**src/rtl/voice_alloc.sv**
```systemverilog
// rtl/voice_alloc.sv - MIDI voice allocator with per-voice phase accumulators
module voice_alloc #(
    parameter int NUM_VOICES = 16,
    parameter int PHASE_W    = 19,
    parameter int SAMPLE_DIV = 667,
    localparam int IDX_W     = $clog2(NUM_VOICES)
) (
    input  logic               clk32,
    input  logic               rst_n,
    input  logic               ev_valid,
    output logic               ev_ready,
    input  logic [1:0]         ev_type,
    input  logic [6:0]         ev_note,
    input  logic [6:0]         ev_vel,
    input  logic [3:0]         ev_chan,
    output logic [6:0]         freq_note,
    input  logic [17:0]        freq_step,
    output logic               sample_tick,
    output logic               v_valid,
    output logic [IDX_W-1:0]   v_idx,
    output logic [PHASE_W-1:0] v_phase,
    output logic [6:0]         v_vel,
    output logic               v_active,
    output logic               stolen
);
    localparam int CNT_W = $clog2(SAMPLE_DIV);
    localparam logic [CNT_W-1:0] CNT_ONE  = CNT_W'(1);
    localparam logic [CNT_W-1:0] CNT_N    = CNT_W'(NUM_VOICES);
    localparam logic [CNT_W-1:0] CNT_LAST = CNT_W'(SAMPLE_DIV - 1);
    localparam logic [IDX_W-1:0] IDX_LAST = IDX_W'(NUM_VOICES - 1);
    localparam logic [1:0] EV_ON = 2'b00, EV_OFF = 2'b01, EV_ALL = 2'b10, EV_NOP = 2'b11;

    typedef enum logic [1:0] {S_IDLE, S_SCAN, S_COMMIT} state_t;

    state_t             state_q;
    logic               started_q, ev_ready_q, stolen_q;
    logic [1:0]         lt_type_q;
    logic [6:0]         lt_note_q, lt_vel_q;
    logic [3:0]         lt_chan_q;
    logic [IDX_W-1:0]   scan_q;
    logic [7:0]         seq_q;
    logic [CNT_W-1:0]   cnt_q;

    logic               retrig_q, retrig_d, free_q, free_d, old_q, old_d;
    logic [IDX_W-1:0]   retrig_idx_q, retrig_idx_d, free_idx_q, free_idx_d;
    logic [IDX_W-1:0]   old_idx_q, old_idx_d, tgt;
    logic [7:0]         old_age_q, old_age_d, cur_age;
    logic               cur_match, stolen_d;

    logic               active_q [NUM_VOICES];
    logic [6:0]         note_q   [NUM_VOICES];
    logic [3:0]         chan_q   [NUM_VOICES];
    logic [6:0]         vel_q    [NUM_VOICES];
    logic [7:0]         stamp_q  [NUM_VOICES];
    logic [PHASE_W-1:0] phase_q  [NUM_VOICES];

    logic               upd_en;
    logic [IDX_W-1:0]   upd_idx;
    logic [PHASE_W-1:0] phase_nx;

    // Candidate tracking while walking the table; age is seq-stamp mod 256.
    always_comb begin
        cur_match    = active_q[scan_q] && (note_q[scan_q] == lt_note_q) && (chan_q[scan_q] == lt_chan_q);
        cur_age      = seq_q - stamp_q[scan_q];
        retrig_d     = retrig_q;
        retrig_idx_d = retrig_idx_q;
        free_d       = free_q;
        free_idx_d   = free_idx_q;
        old_d        = old_q;
        old_idx_d    = old_idx_q;
        old_age_d    = old_age_q;
        if (!retrig_q && cur_match) begin
            retrig_d     = 1'b1;
            retrig_idx_d = scan_q;
        end
        if (!free_q && !active_q[scan_q]) begin
            free_d     = 1'b1;
            free_idx_d = scan_q;
        end
        if (active_q[scan_q] && (!old_q || (cur_age > old_age_q))) begin
            old_d     = 1'b1;
            old_idx_d = scan_q;
            old_age_d = cur_age;
        end
        stolen_d = (state_q == S_SCAN) && (scan_q == IDX_LAST) && (lt_type_q == EV_ON)
                   && !retrig_d && !free_d;
        tgt = retrig_q ? retrig_idx_q : (free_q ? free_idx_q : old_idx_q);
    end

    always_comb begin
        upd_en   = started_q && (cnt_q >= CNT_ONE) && (cnt_q <= CNT_N);
        upd_idx  = IDX_W'(cnt_q - CNT_ONE);
        phase_nx = active_q[upd_idx] ? phase_q[upd_idx] + PHASE_W'(freq_step) : phase_q[upd_idx];
    end

    assign ev_ready    = ev_ready_q;
    assign stolen      = stolen_q;
    assign sample_tick = started_q && (cnt_q == '0);
    assign freq_note   = (started_q && (cnt_q < CNT_N)) ? note_q[IDX_W'(cnt_q)] : 7'd0;
    assign v_valid     = upd_en;
    assign v_idx       = upd_en ? upd_idx : '0;
    assign v_phase     = upd_en ? phase_nx : '0;
    assign v_vel       = upd_en ? vel_q[upd_idx] : 7'd0;
    assign v_active    = upd_en && active_q[upd_idx];

    always_ff @(posedge clk32 or negedge rst_n) begin
        if (!rst_n) begin
            state_q      <= S_IDLE;
            started_q    <= 1'b0;
            ev_ready_q   <= 1'b0;
            stolen_q     <= 1'b0;
            lt_type_q    <= 2'b00;
            lt_note_q    <= 7'd0;
            lt_vel_q     <= 7'd0;
            lt_chan_q    <= 4'd0;
            scan_q       <= '0;
            seq_q        <= 8'd0;
            cnt_q        <= '0;
            retrig_q     <= 1'b0;
            free_q       <= 1'b0;
            old_q        <= 1'b0;
            retrig_idx_q <= '0;
            free_idx_q   <= '0;
            old_idx_q    <= '0;
            old_age_q    <= 8'd0;
            for (int k = 0; k < NUM_VOICES; k++) begin
                active_q[k] <= 1'b0;
                note_q[k]   <= 7'd0;
                chan_q[k]   <= 4'd0;
                vel_q[k]    <= 7'd0;
                stamp_q[k]  <= 8'd0;
                phase_q[k]  <= '0;
            end
        end else begin
            started_q <= 1'b1;
            if (started_q) begin
                cnt_q <= (cnt_q == CNT_LAST) ? '0 : cnt_q + CNT_ONE;
            end
            stolen_q <= stolen_d;

            case (state_q)
                S_IDLE: begin
                    if (ev_valid && ev_ready_q && (ev_type != EV_NOP)) begin
                        lt_type_q  <= ev_type;
                        lt_note_q  <= ev_note;
                        lt_vel_q   <= ev_vel;
                        lt_chan_q  <= ev_chan;
                        scan_q     <= '0;
                        retrig_q   <= 1'b0;
                        free_q     <= 1'b0;
                        old_q      <= 1'b0;
                        ev_ready_q <= 1'b0;
                        state_q    <= S_SCAN;
                    end else begin
                        ev_ready_q <= 1'b1;
                    end
                end
                S_SCAN: begin
                    retrig_q     <= retrig_d;
                    retrig_idx_q <= retrig_idx_d;
                    free_q       <= free_d;
                    free_idx_q   <= free_idx_d;
                    old_q        <= old_d;
                    old_idx_q    <= old_idx_d;
                    old_age_q    <= old_age_d;
                    scan_q       <= scan_q + IDX_W'(1);
                    if (scan_q == IDX_LAST) begin
                        state_q <= S_COMMIT;
                    end
                end
                S_COMMIT: begin
                    ev_ready_q <= 1'b1;
                    state_q    <= S_IDLE;
                    if (lt_type_q == EV_ON) begin
                        seq_q <= seq_q + 8'd1;
                    end
                end
                default: state_q <= S_IDLE;
            endcase

            // Commit writes follow the scan update so a same-voice collision resets phase.
            for (int k = 0; k < NUM_VOICES; k++) begin
                if (upd_en && (upd_idx == IDX_W'(k))) begin
                    phase_q[k] <= phase_nx;
                end
                if (state_q == S_COMMIT) begin
                    if ((lt_type_q == EV_ON) && (tgt == IDX_W'(k))) begin
                        active_q[k] <= 1'b1;
                        note_q[k]   <= lt_note_q;
                        chan_q[k]   <= lt_chan_q;
                        vel_q[k]    <= lt_vel_q;
                        stamp_q[k]  <= seq_q;
                        phase_q[k]  <= '0;
                    end else if ((lt_type_q == EV_OFF) && active_q[k]
                                 && (note_q[k] == lt_note_q) && (chan_q[k] == lt_chan_q)) begin
                        active_q[k] <= 1'b0;
                    end else if ((lt_type_q == EV_ALL) && (chan_q[k] == lt_chan_q)) begin
                        active_q[k] <= 1'b0;
                    end
                end
            end
        end
    end
endmodule

```
**config.mk**
```make
export PLATFORM = sky130hd
export DESIGN_NAME = voice_alloc
export DESIGN_NICKNAME = d
export VERILOG_FILES = /design/src/rtl/voice_alloc.sv
export SDC_FILE = /design/constraint.sdc
export NUM_CORES = 2
export LEC_CHECK = 0
export ABC_AREA = 1
export BUFFER_PORTS_ARGS = -buffer_cell sky130_fd_sc_hd__buf_2
export CORE_UTILIZATION = 50
export CTS_CLUSTER_DIAMETER = 120
export DETAILED_ROUTE_END_ITERATION = 8
export GPL_ROUTABILITY_DRIVEN = 1
export PLACE_DENSITY_LB_ADDON = 0.08
export SYNTH_ARGS = -nofsm -noshare
export SYNTH_HDL_FRONTEND = slang
export SYNTH_SLANG_ARGS = --single-unit
export TNS_END_PERCENT = 20
```
**constraint.sdc**
```tcl
create_clock -name clk32 -period 4.3 [get_ports clk32]
set_input_delay 0.215 -clock clk32 [delete_from_list [all_inputs] [get_ports clk32]]
set_output_delay 0.215 -clock clk32 [all_outputs]
set_load 0.005 [all_outputs]
```
==> impl_metrics.py <==
metrics = {
    "outcome": {
        "status": "finished with violations",
        "failed_checks": "negative setup slack",
    },
    "global_routing": {
        "grt_max_degree": 106,
        "overflow": 0,
        "grt_pass1_vias": 37900,
        "grt_pass1_wl_um": 235000,
        "overall_global_routing_usage_pct": 35.4,
        "grt_antenna_before_repair": 0,
    },
    "setup_path": {
        "critPathCaptureType": "primary output",
        "setup.worst_path.class": "reg -> out",
        "worst_setup_path_start_kind": "flop",
        "crit_start": "cnt_q[0]$_DFFE_PN0P_",
        "worstReg2RegStart": "scan_q[0]$_DFFE_PN0P_",
        "critical_path.max_fanout": 7,
        "cp_data_required_time_ps": 4090,
        "worst_ep_arrival_time_ps": 4230,
        "rrSetupSlack_ps": 300,
    },
    "power": {
        "vdd.ir_drop.worst_uv": 1080,
        "power_density_mw_per_mm2": 871,
        "p_leak_nw": 22.3,
    },
    "timing": {
        "report.final.hold_viol_count": 0,
        "timing.final.max_slew_violations": 0,
        "fin_worst_skew_ps": 35.0,
        "final.min_clock_period_ps": 4450,
        "unrepaired_setup_endpoints_after_global_routing": "yes",
        "setup_viol": 12,
        "final.period_utilization_pct": 103,
        "postLayoutSetupSlackWorst_ps": -148,
        "max_freq_mhz": 225,
        "maxSlewHeadroom_pct": 16.0,
        "finalHoldWorstSlack_ps": 61.9,
        "tightestPinTransition_ps": 1250,
    },
    "synthesis": {
        "synth.cell_area_mm2": 0.0432,
        "post_synthesis_sequential_area_ratio_pct": 46.7,
        "yosysWarnings": 0,
        "post_synth.cell_area_avg_um2": 7.78,
        "postSynthRegisterBits": 806,
        "syn-num-nets": 5634,
        "synth_top_cell_area_share_pct": 46.7,
        "synth_area_leaders": "dfrtp_1, nand2_1, o21ai_0",
        "synth.lib_cells_used.distinct": 61,
        "synth_instances": 5549,
        "synth_area_leader_cell": "dfrtp_1",
    },
    "route": {
        "vias_per_cell": 5.88,
        "detail_route.drc_violations": 0,
        "num_vias": 40300,
        "drtIter0Drc": 4396,
        "routed_wirelength_um": 154000,
        "detail_route.wl_per_cell_um": 22.5,
        "route.antenna.remaining_nets": 0,
        "drt_pre_antenna_iters": 6,
    },
    "clock_network": {
        "h-tree-depth": 3,
        "cts_root_buffer": "clkbuf_16",
        "clk_pin_slew_ps": 60,
        "clock_buffer_depth": 3,
        "cts_tree": "done",
        "insertion_delay_ps": 680,
        "cts.sinks": 806,
        "numCtsBuffers": 91,
    },
    "min_path": {
        "worst_hold_path_type": "in -> reg",
        "hold_path_startpoint": "ev_valid",
    },
    "cells_and_area": {
        "num_antenna_cells": 0,
        "mostFrequentLayoutCells": "nand2_1, o21ai_0, dfrtp_1",
        "mostFrequentLayoutCell": "nand2_1",
        "num-fill-cells": 7948,
        "final_nets": 5721,
        "syn2layout_area_growth_pct": 17.2,
        "ff_latch_area_mm2": 0.0202,
        "share_of_post_route_cells_with_drive_strength_above_1_pct": 14.8,
        "total_area_of_multi_input_combinational_cells_mm2": 0.0204,
        "post_layout_nonfiller_instances": 6852,
    },
    "floorplanning": {
        "die_w_um": 296,
        "fp.dieH_um": 296,
        "fp.dieArea_mm2": 0.0876,
        "placementRows": 107,
        "starting_density_of_the_core_pct": 50.6,
        "ioPinCount": 83,
        "core_region_area_mm2": 0.0854,
    },
    "flow_run": {
        "cap_viol_max_count": 0,
    },
    "placement": {
        "gpl.final_weighted_congestion": 0.943,
        "place_hpwl_um": 95400,
        "numPortBuffers": 82,
        "placed_cells_incl_taps": 6582,
    },
}
[power breakdown]
| part | leakage, nW | internal (mW) | total (mW) | switching (mW) |
|---|---|---|---|---|
| Clock | 1.55 | 4.90 | 8.25 | 3.35 |
| Sequential | 10.1 | 9.14 | 10.1 | 1.00 |
| Combinational | 10.7 | 9.57 | 25.7 | 16.1 |
| Total | 22.3 | 23.6 | 44.1 | 20.5 |
[path summary, 6_finish.rpt]
kind,to,cells past startpoint
worst max-delay path,v_phase[16],26
worst min-delay path,old_q$_DFFE_PN0P_,4
worst max register to register,old_age_q[5]$_DFFE_PN0P_,26
worst min register to register,retrig_idx_q[0]$_DFFE_PN0P_,2
max in group asynchronous,phase_q[270]$_DFF_PN0_,3
min in group asynchronous,stamp_q[113]$_DFFE_PN0P_,2
[synthesized netlist by cell type, drive strengths merged]
library cell     n
and3             2
conb             1
a21boi           4
a21oi          540
buf            197
o31ai            1
a41oi            2
nand4           54
nor2           352
fa               2
a22o            14
a32oi            4
nor4            20
or2             14
o21ai          943
a31oi            3
a32o            45
dfrtp          806
ha              42
a211oi          10
a22oi           19
nor3            33
xor2            36
clkinv           6
xnor2           48
nor3b            1
o211ai          29
a21o             1
o41ai            2
o22ai           29
inv            362
a221oi          11
nand3b           2
nand2         1421
o221ai          22
o2111ai         14
o21bai           1
clkbuf         230
and2             1
nand3          225
[registers in the layout, indices dropped and copies added (netlist names), 4 cells and up]
signal	count
free_idx_q	4
lt_note_q	7
lt_chan_q	4
old_age_q	8
active_q	16
scan_q	4
note_q	112
lt_vel_q	7
vel_q	112
old_idx_q	4
phase_q	304
seq_q	8
retrig_idx_q	4
chan_q	64
stamp_q	128
cnt_q	10
[metal layers]
layer | track usage [%] | wire [um] | up-vias
met1 | 48.4 | 64600 | 19500
li1 | - | - | 18700
met2 | 55.6 | 70300 | 1747
met4 | 16.8 | 7730 | 0
met5 | 0 | 0 | -
met3 | 5.07 | 11700 | 349
[what timing repair did]
action / CTS / global route
setup endpoints to repair: 18 / 30
cloned: 15 / 3
hold endpoints to repair: 98 / 0
pin swaps: 50 / 44
gates resized for setup: 139 / 80
buffers inserted: 57 / 11
hold buffers: 21 / 0
[logic make-up (layout without fill, tap and decap cells)]
logic type | Yosys count | after routing | share of synthesized area, %
buffers and inverters | 795 | 954 | 7.84
and+or+nand+nor | 2125 | 2125 | 20.4
other | 1 | 1 | 0.00868
DFF | 806 | 806 | 46.7
AOI/OAI and AO/OA | 1694 | 1694 | 22.0
xor gates and xnor gates | 84 | 84 | 1.75
adders and majority gates | 44 | 44 | 1.31
[through the flow]
stage / power (mW) / area [um^2] / setup slack, ps / util (%) / TNS [ps]
after floorplan: 23.8 / 43200 / -6.27 / - / -6.35
after global placement: 32.3 / 45400 / -168 / 53.1 / -168
after detailed placement: 32.4 / 45400 / -235 / 53.1 / -235
after CTS: 43.0 / 50300 / -45.3 / 58.8 / -221
after global routing: 46.4 / 50600 / -303 / 59.3 / -2420
final: 44.1 / 50600 / -148 / 59.3 / -848
[critical path, stage by stage (launching register included)]
cell and delay, ps:
dfrtp_4 460, inv_8 60, ha_4 300, buf_12 170
clkinv_16 90, buf_16 160, a21oi_2 100, a32o_1 140
nand2_1 60, nand4_1 180, inv_2 90, fa_2 400
nand2_2 70, inv_2 40, nand2_2 50, nand2_2 60
nand2_2 60, nand2_2 70, nand2_2 90, nand2_2 90
nand4_1 130, nand2_1 90, nand2_2 80, nand3_4 80
a21oi_4 220, buf_6 140, buf_6 90
[area by class of cell]
cell class / instances / area share [%]
multi-input combinational: 3948 / 40.3
sequential: 806 / 39.9
timing repair buffer: 417 / 7.81
clock buffer: 129 / 5.32
inverter: 368 / 2.85
tap: 1144 / 2.83
clock inverter: 36 / 0.905
timing repair inverter: 4 / 0.114
No activity file was read; power rests on OpenSTA's default activity.
